==> config.mk <==
export PLATFORM = sky130hd
export DESIGN_NAME = hazard_stall_ctrl
export DESIGN_NICKNAME = d
export VERILOG_FILES = /design/src/rtl/hazard_stall_ctrl.sv
export SDC_FILE = /design/constraint.sdc
export NUM_CORES = 1
export LEC_CHECK = 0
export CORE_UTILIZATION = 42
export CTS_CLUSTER_DIAMETER = 120
export DETAILED_ROUTE_END_ITERATION = 7
export PLACE_DENSITY = 0.81
export SETUP_SLACK_MARGIN = 0.3
export SLEW_MARGIN = 20
export SYNTH_ARGS = -nofsm -noshare
export SYNTH_HDL_FRONTEND = slang
export SYNTH_SLANG_ARGS = --single-unit
==> constraint.sdc <==
create_clock -name clock -period 2.7 [get_ports clock]
set_clock_uncertainty 0.05 [all_clocks]
set_input_delay 0.54 -clock clock [delete_from_list [all_inputs] [get_ports clock]]
set_output_delay 0.54 -clock clock [all_outputs]
set_load 0.02 [all_outputs]
==> src/rtl/hazard_stall_ctrl.sv <==
// hazard_stall_ctrl: RAW hazard, branch-penalty and STOP control for PC, decode IR and bubble insertion
module hazard_stall_ctrl #(
  parameter int DEPTH      = 2,
  parameter int HAZ_WIN    = 2,
  parameter int BR_PENALTY = 3,
  parameter int FWD        = 0
) (
  input  logic               clock,
  input  logic               reset,
  input  logic [7:0]         id_instr,
  input  logic               id_valid,
  input  logic [8*DEPTH-1:0] older_instr,
  input  logic [DEPTH-1:0]   older_valid,
  output logic               pc_write,
  output logic               ir_load,
  output logic               bubble,
  output logic               counter_on,
  output logic               halted
);
  typedef enum logic [2:0] {IDLE, RUN, STALL, BRANCH, HALT} state_t;
  state_t state, state_nx;
  logic [2:0] cnt, cnt_nx, n;
  logic mask, mask_nx, br, stop, haz;
  logic [DEPTH-1:0] hz;
  logic [2:0] dst [DEPTH];
  // {writes, register} for an instruction; ori always targets k1
  function automatic logic [2:0] dest(input logic [7:0] i);
    return i[2:0] == 3'b111 ? 3'b101 :
           (i[3:0] == 4'b0000 || i[3:0] == 4'b0100 || i[3:0] == 4'b0110 ||
            i[3:0] == 4'b1000 || i[2:0] == 3'b011) ? {1'b1, i[7:6]} : 3'b000;
  endfunction
  // does instruction i read register r
  function automatic logic reads(input logic [7:0] i, input logic [1:0] r);
    logic r1, r2;
    r1 = i[3:0] == 4'b0010 || i[3:0] == 4'b0100 || i[3:0] == 4'b0110 ||
         i[3:0] == 4'b1000 || i[2:0] == 3'b011;
    r2 = i[3:0] == 4'b0000 || i[3:0] == 4'b0010 || i[3:0] == 4'b0100 ||
         i[3:0] == 4'b0110 || i[3:0] == 4'b1000;
    return (r1 && i[7:6] == r) || (r2 && i[5:4] == r) || (i[2:0] == 3'b111 && r == 2'b01);
  endfunction
  assign br   = id_valid && id_instr[1:0] == 2'b01 && id_instr[3:2] != 2'b00;
  assign stop = id_valid && id_instr[3:0] == 4'b0001;
  // per-slot hazard flags and stall length from the nearest hazarding producer
  always_comb begin
    hz = '0;
    n  = 3'd0;
    for (int k = 0; k < DEPTH; k++) begin
      dst[k] = dest(older_instr[8*k +: 8]);
      hz[k]  = older_valid[k] && id_valid && dst[k][2] && reads(id_instr, dst[k][1:0]) &&
               k < HAZ_WIN && (FWD == 0 || (k == 0 && older_instr[8*k +: 4] == 4'b0000));
    end
    for (int k = DEPTH - 1; k >= 0; k--)
      if (hz[k]) n = FWD != 0 ? 3'd1 : 3'(HAZ_WIN - k);
  end
  assign haz = |hz && !mask;
  // next state, counter, progress mask and control outputs
  always_comb begin
    state_nx   = state;
    cnt_nx     = cnt;
    mask_nx    = mask;
    pc_write   = 1'b0;
    ir_load    = 1'b0;
    bubble     = 1'b0;
    counter_on = 1'b0;
    halted     = 1'b0;
    case (state)
      IDLE: begin
        state_nx = RUN;
        mask_nx  = 1'b0;
      end
      RUN: begin
        counter_on = 1'b1;
        mask_nx    = 1'b0;
        if (stop) state_nx = HALT;
        else if (br) begin
          ir_load  = 1'b1;
          state_nx = BRANCH;
          cnt_nx   = 3'(BR_PENALTY);
        end else if (haz) begin
          bubble = 1'b1;
          if (n > 3'd1) begin
            state_nx = STALL;
            cnt_nx   = n - 3'd1;
          end else mask_nx = 1'b1;
        end else begin
          pc_write = 1'b1;
          ir_load  = 1'b1;
        end
      end
      STALL: begin
        counter_on = 1'b1;
        bubble     = 1'b1;
        cnt_nx     = cnt - 3'd1;
        if (cnt <= 3'd1) begin
          state_nx = RUN;
          mask_nx  = 1'b1;
        end
      end
      BRANCH: begin
        counter_on = 1'b1;
        ir_load    = 1'b1;
        pc_write   = cnt == 3'd1;
        cnt_nx     = cnt - 3'd1;
        if (cnt <= 3'd1) state_nx = RUN;
      end
      HALT: halted = 1'b1;
      default: state_nx = IDLE;
    endcase
  end
  // state register; reset abandons any stall or branch in progress
  always_ff @(posedge clock or negedge reset)
    if (!reset) begin
      state <= IDLE;
      cnt   <= 3'd0;
      mask  <= 1'b0;
    end else begin
      state <= state_nx;
      cnt   <= cnt_nx;
      mask  <= mask_nx;
    end
endmodule

==> qor.csv, run 1 <==
stage,metric,value,unit
outcome,outcome,finished with violations,
outcome,violations,negative setup slack,
timing,final.period_utilization,112,%
clocking,cts_root_buffer,clkbuf_4,
logic_synthesis,syn_inst,140,
cells_and_area,antennaDiodeCount,0,
worst_setup_path,crit_path_end_kind,primary output,
timing,finalMaxSlewViolations,0,
floorplanning,io_pins,34,
power,p_leak,0.784,nW
logic_synthesis,synthArstFlopShare,100,%
cells_and_area,final_nets,238,
logic_synthesis,syn_area_per_cell,7.89,um2
worst_setup_path,cp_data_required_time,2110,ps
timing,hold_violations,0,
timing,rsz0062_at_grt,yes,
grt,grt_usage,27.1,%
logic_synthesis,yosysWarnings,0,
logic_synthesis,seq_area_frac_synth,15.9,%
clocking,clkSlewWorstSetupHoldPaths,60,ps
grt,grt.overflow.total,0,
logic_synthesis,ys_ff_latch,7,
timing,slew_headroom,72.7,%
routing,viasPerCell,5.80,
timing,setup_violations,3,
clocking,clock_latency,270,ps
worst_setup_path,critical_path.max_fanout,5,
cells_and_area,drive_gt1_share,40.3,%
floorplanning,die_h,53.3,um
flow_run,drv_cap,0,
power,vdd_drop_max,0.508,mV
logic_synthesis,yosysTopAreaCell,dfrtp_1,
grt,grt_pass1_wl,5730,um
worst_setup_path,r2r_slack,1040,ps
cells_and_area,final_common_cell,buf_4,
placed_design,dp_hpwl,2670,um
cells_and_area,area_growth,66.9,%
grt,antenna_found_initial,0,
worst_hold_path,hp-start,cnt[0]$_DFFE_PN0P_,
routing,ant_nets,0,
worst_setup_path,r2r-start,state[1]$_DFFE_PN0P_,
placed_design,dp_cells,226,
routing,drt-total-wl,3500,um
worst_setup_path,arrival,2440,ps
logic_synthesis,synth_edf_count,0,
logic_synthesis,synth_area,1100,um2
clocking,cts_buffers,3,
timing,period_needed,3030,ps
floorplanning,coreArea,2480,um2
worst_setup_path,crit_path_start,older_instr[10],
grt,grt_max_degree,10,
cells_and_area,final_cell_mix,"36 x buf_4, 10 x o21ai_0, 9 x nand2_1, 9 x nor2_1, 8 x a21oi_1",
placed_design,port_buffers,29,
worst_setup_path,critPathKind,input pin to primary output,
clocking,clkSinkCount,7,
timing,worstMarginPinSlew,407,ps
logic_synthesis,synth.distinct_cells,49,
cells_and_area,utilization,74.4,%
floorplanning,rows,18,
placed_design,gp_congestion,0.857,
logic_synthesis,synthFlopType,dfrtp_1,
worst_hold_path,min_path_type,register to register,
floorplanning,die_w,53.3,um
routing,wl_per_cell,14.8,um
clocking,hold_buffers,0,
routing,routed-via-count,1368,
logic_synthesis,synth_top_cells_by_area,"dfrtp_1 16%, o21ai_0 5.0%, a21oi_1 4.1%, nor3b_1 4.1%, a211oi_1 3.4%",
logic_synthesis,syn_nets,171,
clocking,cts_buffer_depth,2,
routing,drc,0,
clocking,h-tree-depth,1,
timing,clock.fmax,330,MHz
floorplanning,start_util,44.6,%
floorplanning,die-area,2840,um2
routing,drtIter0Drc,21,
cells_and_area,final_cell_count_no_fill,236,
routing,first_pass_iters,4,
worst_setup_path,cp-start-kind,input pin,
logic_synthesis,yosys.area.top_type_share,15.9,%
power,power.density,514,nW/um2
clocking,cts_tree,built,
timing,worst_slack,-327,ps
grt,grt_pass1_vias,1380,
power,power,949,uW
## routing by layer
layer  vias to the layer above  wire, um  GRT usage, %
li1                        667         -             -
met4                         0       100          13.6
met1                       638      1340          27.9
met2                        50      1930          53.5
met3                        13       131          1.44
met5                         -         0             0
## registers in the layout (all words and copies together) (netlist names)
register  flops
cnt           3
state         3
mask          1
## synth_stat cells, types with 2 or more instances
cell	number
o21ai_0	11
nand2_1	10
nor2_1	10
a21oi_1	9
dfrtp_1	7
nor3b_1	6
a211oi_1	5
nor3_1	5
and2_1	4
nand2b_1	4
nand3_1	4
xnor2_1	4
inv_1	3
nand3b_1	3
nor2b_1	3
o211ai_1	3
o21ai_1	3
o21bai_1	3
and4b_1	2
buf_2	2
clkbuf_1	2
ha_1	2
mux2i_1	2
nand4bb_1	2
nor4b_1	2
o32ai_1	2
or2b_2	2
or4b_1	2
or4bb_1	2
xor2_1	2
## through the flow
step / setup WS (ps) / setup TNS (ps) / instance area (um2) / hold WS (ps)
finish: -327 / -888 / 1840 / 466
detailed placement: -1280 / -4430 / 1680 / 470
CTS: -383 / -977 / 1770 / 477
floorplan: -174 / -403 / 1150 / 194
global route: -385 / -1080 / 1840 / 506
global placement: -1160 / -3860 / 1680 / 445
## worst max-delay path: stages
cell and delay, ps:
buf_6 100, buf_6 110, or4b_4 540, nand3_4 110, xor2_2 180, a2111oi_4 70
a211oi_4 340, a211oi_2 130, o21bai_4 190, buf_6 130
## kinds of logic (layout without fill, tap and decap cells)
kind of cell	Yosys count	count (layout)	share of synthesized area [%]
compound gates	46	46	30.8
xor+xnor	6	6	4.76
fa+ha+maj	2	2	2.26
buf+inv	8	74	3.62
flops	7	7	15.9
mux	3	3	3.17
simple gates	68	68	39.5
## area by class of cell
| cell class | instances | area, um2 |
|---|---|---|
| inverters | 3 | 11.3 |
| clock buffers | 4 | 26.3 |
| fillers | 176 | 633 |
| repair buffers | 67 | 551 |
| flip-flops and latches | 7 | 175 |
| well taps | 30 | 37.5 |
| multi-input cells | 125 | 1040 |
## path summary, 6_finish.rpt
| path | end | cells after the start |
|---|---|---|
| setup / recovery | bubble | 10 |
| hold / removal | cnt[0]$_DFFE_PN0P_ | 1 |
| setup reg to reg | mask$_DFFE_PN0P_ | 6 |
| hold reg to reg | cnt[0]$_DFFE_PN0P_ | 1 |
| max in group asynchronous | cnt[1]$_DFFE_PN0P_ | 1 |
| min in group asynchronous | state[2]$_DFFE_PN0P_ | 1 |
## where the power goes
part           switching, mW  internal [mW]  leakage [nW]
combinational          0.342          0.305         0.682
clock                 0.0477         0.0570        0.0150
sequential            0.0506          0.146        0.0869
## timing repair
item	in CTS	in global routing
resized for setup	75	16
pin swaps	20	14
buffers inserted	4	2
setup endpoints to repair	9	8
Note: power is estimated with default switching activity, not from simulation.
==> run 2: changes to the inputs <==
--- a/config.mk
+++ b/config.mk
@@ -5,6 +5,8 @@
 export SDC_FILE = /design/constraint.sdc
 export NUM_CORES = 1
 export LEC_CHECK = 0
+export CORE_ASPECT_RATIO = 0.75
+export CORE_MARGIN = 5
 export CORE_UTILIZATION = 42
 export CTS_CLUSTER_DIAMETER = 120
 export DETAILED_ROUTE_END_ITERATION = 7
==> qor.csv, run 2 (same netlist as run 1, synthesis figures left out) <==
stage,metric,value,unit,change
placed_design,port_buffers,29,,unchanged
clocking,clkSinkCount,7,,unchanged
floorplanning,rows,16,,-2
cells_and_area,antennaDiodeCount,0,,unchanged
floorplanning,io_pins,34,,unchanged
timing,worstMarginPinSlew,425,ps,+18.7 ps
clocking,clock_latency,280,ps,about the same
timing,setup_violations,3,,unchanged
timing,clock.fmax,320,MHz,-3.3%
power,power.share.clock,10.0,%,-1.0 points
timing,slew_headroom,71.3,%,-1.4 points
cells_and_area,final_cell_mix,"44 x buf_4, 22 x buf_6, 9 x nor2_1",,
cells_and_area,area_growth,92.1,%,
power,pwr-share-comb,71.8,%,+3.5 points
grt,grt_pass1_vias,1492,,+8.1%
floorplanning,die-area,3770,um2,+33%
outcome,outcome,finished with violations,,
routing,drt-total-wl,4970,um,+42%
grt,grt_max_degree,10,,unchanged
routing,routed-via-count,1587,,+16%
cells_and_area,final_area,2120,um2,+15%
cells_and_area,drive_gt1_share,50.4,%,+10 points
clocking,h-tree-depth,1,,unchanged
outcome,violations,negative setup slack,,
worst_setup_path,critPathKind,input pin to primary output,,
worst_setup_path,r2r_slack,870,ps,-170 ps
timing,final.period_utilization,116,%,+3.8 points
cells_and_area,top_regs,"cnt x3, state x3, mask x1",,
placed_design,dp_hpwl,2870,um,+7.6%
placed_design,place_ws,-1270,ps,+13.0 ps
routing,first_pass_iters,4,,unchanged
grt,grt_pass1_wl,6940,um,+21%
timing,worst_slack,-430,ps,-103 ps
cells_and_area,final_nets,258,,+8.4%
cells_and_area,final_common_cell,buf_4,,
clocking,clkSlewWorstSetupHoldPaths,60,ps,about the same
power,vdd_drop_max,0.462,mV,-9.0%
timing,finalMaxSlewViolations,0,,unchanged
routing,drtIter0Drc,148,,+600%
worst_setup_path,arrival,2540,ps,+100 ps
worst_setup_path,crit_path_end_kind,primary output,,
routing,viasPerCell,6.06,,+4.5%
power,power.density,524,nW/um2,+1.8%
worst_hold_path,min_path_type,input pin to asynchronous set/reset pin,,
worst_setup_path,critical_path.max_fanout,2,,-3
placed_design,placed_cell_area,1750,um2,+4.0%
power,switching_share,46.0,%,-0.45 points
placed_design,gp_congestion,0.933,,+8.9%
power,p_seq_share,18.2,%,-2.5 points
grt,grt.overflow.total,0,,unchanged
worst_setup_path,cp-start-kind,input pin,,
power,p_leak,0.894,nW,+14%
timing,hold_violations,0,,unchanged
worst_setup_path,r2r_cells,7,,+1
power,switchingPower,511,uW,+16%
power,internal-power,600,uW,+18%
clocking,hold_buffers,0,,unchanged
worst_setup_path,cp_data_required_time,2110,ps,about the same
grt,grt_usage,23.1,%,-4.0 points
clocking,cts_root_buffer,clkbuf_4,,
clocking,cts_buffers,3,,unchanged
floorplanning,start_util,43.1,%,-1.5 points
worst_setup_path,rr_endpoint,cnt[2]$_DFFE_PN0P_,,
timing,period_needed,3130,ps,+103 ps
clocking,cts_buffer_depth,2,,unchanged
worst_setup_path,r2r-start,mask$_DFFE_PN0P_,,
floorplanning,die_w,69.2,um,+30%
grt,antenna_found_initial,0,,unchanged
timing,rsz0062_at_grt,yes,,
routing,ant_nets,0,,unchanged
routing,drc,0,,unchanged
floorplanning,coreArea,2560,um2,+3.4%
routing,wl_per_cell,19.0,um,+28%
clocking,cts_tree,built,,
floorplanning,die_h,54.4,um,+2.1%
flow_run,drv_cap,0,,unchanged
-- run 2: cell count changes in the layout (fill, tap and decap cells not counted), sizes merged --
cell          change
buf              +21
dlymetal6s2s      -1
dlygate4sd2       +1
clkbuf            -1
-- run 2: stage by stage --
step | TNS, ps | utilization, % | instances | power, mW | hold slack [ps]
CTS | -1010 | 75.9 | 252 | 0.983 | 486
global placement | -4150 | 68.3 | 240 | 0.781 | 462
global route | -1260 | 82.8 | 262 | 1.17 | 518
finish | -1080 | 82.8 | 262 | 1.11 | 489
floorplan | -403 | - | 140 | 0.536 | 194
detailed placement | -4820 | 68.3 | 240 | 0.806 | 465
-- run 2: worst max-delay path by stage --
| stage | end | from |
|---|---|---|
| floorplan | bubble | older_instr[10] |
| global placement | bubble | older_instr[10] |
| detailed placement | pc_write | older_instr[10] |
| CTS | bubble | older_instr[10] |
| global route | bubble | id_valid |
| finish | bubble | older_instr[1] |
-- run 2: worst max-delay path, cell delays in order --
cell and delay, ps:
buf_6 100, or4b_4 540, nand3_4 120, xor2_2 80, nor4_2 350, nor2_2 100
buf_4 150, a211oi_2 260, o21bai_4 170, buf_6 130
-- run 2: power by group through the flow --
| stage | Sequential (mW) | Clock, mW | Combinational [mW] |
|---|---|---|---|
| floorplan | 0.189 | 0 | 0.346 |
| global placement | 0.190 | 0 | 0.591 |
| detailed placement | 0.190 | 0 | 0.616 |
| CTS | 0.195 | 0.103 | 0.686 |
| global route | 0.207 | 0.114 | 0.852 |
| finish | 0.202 | 0.111 | 0.798 |
-- run 2: repair_timing --
item / 4_1_cts / 5_1_grt
resized for setup: 96 / 31
pin swaps: 17 / 23
buffers inserted: 8 / 10
endpoints found under the setup margin: 9 / 6
-- run 2: final cells by class --
type                    instances  area (um2)
multi-input cells             125        1090
repair buffers                 87         772
fillers                       154         440
flip-flops and latches          7         175
well taps                      36        45.0
clock buffers                   4        26.3
inverters                       3        11.3
-- run 2: per-layer routing --
metal	part of all wire, %	track usage (%)	vias to the layer above	wire [um]
met5	0	0	-	0
met4	3.0	6.49	0	150
met3	5.4	4.59	23	270
met2	53	45.4	68	2610
met1	39	26.1	784	1940
li1	-	-	712	-
==> RTL edit 1, RTL diff (settings of run 1) <==
Reset style: synchronous (`reset`), changed in one clocked block.
--- a/src/rtl/hazard_stall_ctrl.sv
+++ b/src/rtl/hazard_stall_ctrl.sv
@@ -108,7 +108,7 @@
     endcase
   end
   // state register; reset abandons any stall or branch in progress
-  always_ff @(posedge clock or negedge reset)
+  always_ff @(posedge clock)
     if (!reset) begin
       state <= IDLE;
       cnt   <= 3'd0;
Formal check against the unedited RTL: differs if reset is asserted again (counterexample within 4 cycles, from zero or initial values and one cycle with reset low); with reset held inactive, the same outputs for 10 cycles.
==> RTL edit 1 against run 1 <==
The run still ends with setup timing left; global-route usage increased by 2.4 points; sequential cell count unchanged; total power increased by 10%; cell area decreased by 1.6%; count of clock-buffer cells in the layout unchanged; area after synthesis decreased by 9.9%; wire length increased by 16%; die area decreased by 9.5%; worst setup slack improved by 48 ps.
==> RTL edit 1: results (changes against run 1) <==
[timing]
setup_slack_ps = -279  ; +48.3 ps
setup_viol = 3  ; unchanged
slew-limit-headroom = 0.712  ; -0.0156

[cells_and_area]
fin_nets = 238  ; unchanged
inverters = 5  ; +2
fin_cells = 234  ; -0.85%
fillerInstances = 137  ; -22%
multi_input_gates = 120  ; -4.0%
clock_cell_area_share = 0.0145  ; +0.000236
seqCellArea_um2 = 140  ; -20%
buf_share = 0.338  ; +0.0394
drive_above_1_share = 0.408  ; +0.00485
multiInputGateArea_um2 = 981  ; -6.0%
buffers = 70  ; +4.5%
seq_cells = 7  ; unchanged

[worst_setup_path]
crit_family = simple AND/OR/NAND/NOR gates
max_stage_delay_ps = 480  ; -60 ps
crit_arrival_ps = 2390  ; -50 ps
crit_fanout = 4  ; -1
slowest_stage = or4_1
r2r_cells = 8  ; +2

[global_route]
grt_usage = 0.295  ; +0.0244
grtUsageMet3 = 0.0545  ; +0.0402
grt_pass1_wl_mm = 5.80  ; +1.2%
grtUsageMet1 = 0.347  ; +0.0685

[logic_synthesis]
synth_xor_area_frac = 0.0791  ; +0.0316
synth_common_cells = 12 x nand2_1, 11 x nor2_1, 10 x a21oi_1, 10 x o21ai_0, 7 x dfxtp_1
synth_nets = 169  ; -1.2%
synth_fa_ha_area_frac = 0.0251  ; +0.00248
synth-compound-area-share = 0.300  ; -0.00779
synth_mux_area_frac = 0.0528  ; +0.0211
async_reset_ff_frac = 0  ; -1.00
synth_area_leader_cell = dfxtp_1
synth.area.top_cells = dfxtp_1 14%, a21oi_1 5.0%, o21ai_0 5.0%
ys_seq_area_frac = 0.141  ; -0.0178

[place]
placed_cells = 221  ; -2.2%
dp_hpwl_mm = 2.58  ; -3.3%
routabilityCongestion = 0.952  ; +11%

[power_and_ir_drop]
vdd_drop_max_mv = 0.636  ; +25%
internal-power_mw = 0.578  ; +14%
power.leakage_nw = 0.868  ; +11%

[min_path]
holdPathStages = 2  ; +1

[routing]
vias = 1428  ; +4.4%
wl_met3_um = 351  ; +170%
drt_iter0_markers = 36  ; +71%
wl_met1_mm = 1.52  ; +13%
met2_length_mm = 2.09  ; +8.4%

[outcome]
status = finished, violations left
violations = setup timing

## RTL edit 1: changes by cell type in the layout (fill, tap and decap cells not counted), moves of 4 or more
| cell | run 1 | this run |
|---|---|---|
| buf_2 | 5 | 0 |
| dlymetal6s2s_1 | 2 | 6 |
| buf_6 | 7 | 12 |
| nor3b_1 | 5 | 1 |
| dfxtp_1 | 0 | 7 |
| dfrtp_1 | 7 | 0 |
## RTL edit 1: tightest hold or removal path, cell delays in order, from the launching register on
cell	delay, ps
dfxtp_1	330
nand2_1	80
o22ai_1	70
## RTL edit 1: stage by stage
stage,power (mW),hold WS (ps),instance area [um2],setup TNS [ps],setup slack [ps]
final,1.05,477,1810,-741,-279
after global routing,1.11,481,1810,-1010,-377
after CTS,0.988,448,1730,-1040,-358
after detailed placement,0.811,442,1580,-4510,-1070
after global placement,0.786,427,1580,-3430,-986
after floorplan,0.562,409,1060,0,16.4
## RTL edit 1: what timing repair did
| item | in CTS | in global routing |
|---|---|---|
| setup endpoints to repair | 9 | 11 |
| gates resized for setup | 73 | 29 |
| setup buffers | 8 | 1 |
| cloned | 0 | 0 |
| pin swaps | 18 | 15 |
| hold buffers | 0 | 0 |
## RTL edit 1: power groups by stage
| stage | Clock (mW) | Sequential [mW] | Combinational (mW) |
|---|---|---|---|
| after global routing | 0.110 | 0.177 | 0.822 |
| final | 0.0979 | 0.176 | 0.772 |
| after global placement | 0 | 0.171 | 0.616 |
| after detailed placement | 0 | 0.173 | 0.638 |
| after CTS | 0.0990 | 0.171 | 0.717 |
| after floorplan | 0 | 0.167 | 0.395 |
## RTL edit 1: path summary, 6_finish.rpt
kind                                startpoint        to  slack (ps)
worst min register to register          cnt[1]    cnt[1]         480
worst max register to register        state[1]    cnt[0]         910
worst min-delay path                    cnt[1]    cnt[1]         480
worst max-delay path            older_instr[8]  pc_write        -280
==> RTL edit 2, RTL diff (settings of run 1) <==
Without the edit above. Set the parameter `DEPTH` to 1 (it was 2).
--- a/src/rtl/hazard_stall_ctrl.sv
+++ b/src/rtl/hazard_stall_ctrl.sv
@@ -1,6 +1,6 @@
 // hazard_stall_ctrl: RAW hazard, branch-penalty and STOP control for PC, decode IR and bubble insertion
 module hazard_stall_ctrl #(
-  parameter int DEPTH      = 2,
+  parameter int DEPTH      = 1,
   parameter int HAZ_WIN    = 2,
   parameter int BR_PENALTY = 3,
   parameter int FWD        = 0
Interface: changed (resized older_instr and older_valid); port bits go from 34 to 25. The function was not compared with the original's and may differ.
==> RTL edit 2 against run 1 <==
The flow finishes with violations (DRC, setup timing); non-clock buffer count down 24; register-to-register slack worse by 170 ps; worst setup slack gained 130 ps; count of clock-buffer cells in the layout unchanged; area after synthesis down 33%; core utilization is 7.5 points higher; total power decreased by 22%; wire length shrank 30%; maximum frequency rose by 4.5%; combinational power down 25%; cell area is 30% lower; sequential cell count unchanged; critical path depth stayed put; critical path type unchanged; largest power group unchanged.
==> RTL edit 2: results (changes against run 1) <==
[outcome]
status = finished, violations left
violations = DRC, setup timing

[worst_setup_path]
crit_fanout = 6  ; +1
rrSetupSlack_ps = 870  ; -170 ps
cp-startpoint = older_instr[2]
rr_endpoint = cnt[2]
r2r_cells = 7  ; +1

[global_route]
use_met2 = 0.412  ; -0.123
grt_pass1_vias = 866  ; -37%
grtUsageMet3 = 0.0417  ; +0.0273
grtUsageMet1 = 0.319  ; +0.0398
grt_pass1_wl_mm = 3.57  ; -38%

[power_and_ir_drop]
vdd_drop_max_mv = 0.537  ; +5.6%
clock_power_mw = 0.0870  ; -17%
power.leakage_nw = 0.602  ; -23%

[logic_synthesis]
synth.area.top_cells = dfrtp_1 24%, mux2i_1 5.4%, nand2_1 4.1%
synth_nets = 111  ; -35%

[place]
routabilityCongestion = 0.803  ; -6.3%
dp_hpwl_mm = 1.59  ; -40%
io_buffers = 22  ; -24%

[cells_and_area]
fillerInstances = 82  ; -53%

[timing]
setup_slack_ps = -195  ; +132 ps
setup_viol = 3  ; unchanged

[routing]
drc = 2  ; +2
wl_met3_um = 137  ; +4.6%
drt_wl_total_mm = 2.47  ; -30%
firstDrtPassIters = 6  ; +2
wl_met1_mm = 1.01  ; -25%
met2_length_mm = 1.26  ; -35%

[clock_network]
clk_latency_ps = 240  ; -30 ps

RTL edit 2: changes by cell type in the layout (fill, tap and decap cells not counted), sizes merged, moves of 5 or more:
cell / run 1 / this run
a21oi: 9 / 4
dlygate4sd2: 7 / 0
and2: 5 / 0
nor3b: 6 / 1
buf: 48 / 32
o21ai: 14 / 6
RTL edit 2: stage by stage:
step	std cells	cell area [um2]	TNS [ps]	worst slack [ps]	total power [mW]
6_report	149	1290	-504	-195	0.741
5_1_grt	149	1290	-628	-238	0.787
4_1_cts	148	1260	-419	-171	0.721
3_5_place_dp	139	1130	-4210	-1080	0.612
3_3_place_gp	139	1130	-3930	-1040	0.601
2_1_floorplan	89	800	-0.171	-0.171	0.450
RTL edit 2: cell type report:
class | instances | area, um2 | share of cell area
clock buffer | 4 | 26.3 | 0.0203
inverter | 7 | 28.8 | 0.0223
multi-input combinational | 72 | 678 | 0.525
sequential | 7 | 176 | 0.137
tap | 16 | 20.0 | 0.0155
timing repair buffer | 43 | 362 | 0.280
RTL edit 2: how the worst min path moves through the flow:
stage | end | start | cells past startpoint
3_3_place_gp | cnt[2] | cnt[2] | 1
5_1_grt | cnt[2] | cnt[2] | 1
2_1_floorplan | cnt[0] | reset | 0
4_1_cts | cnt[2] | cnt[2] | 1
6_report | cnt[2] | cnt[2] | 1
3_5_place_dp | cnt[2] | cnt[2] | 1
RTL edit 2: logic make-up (layout without fill, tap and decap cells):
family	count (synthesis)	count (layout)	share of synthesized area
and+or+nand+nor	35	35	0.284
AOI/OAI and AO/OA	26	26	0.257
adders and majority gates	2	2	0.0338
buffers and inverters	10	54	0.0626
DFF	7	7	0.237
muxes	6	6	0.0897
xor gates and xnor gates	3	3	0.0355
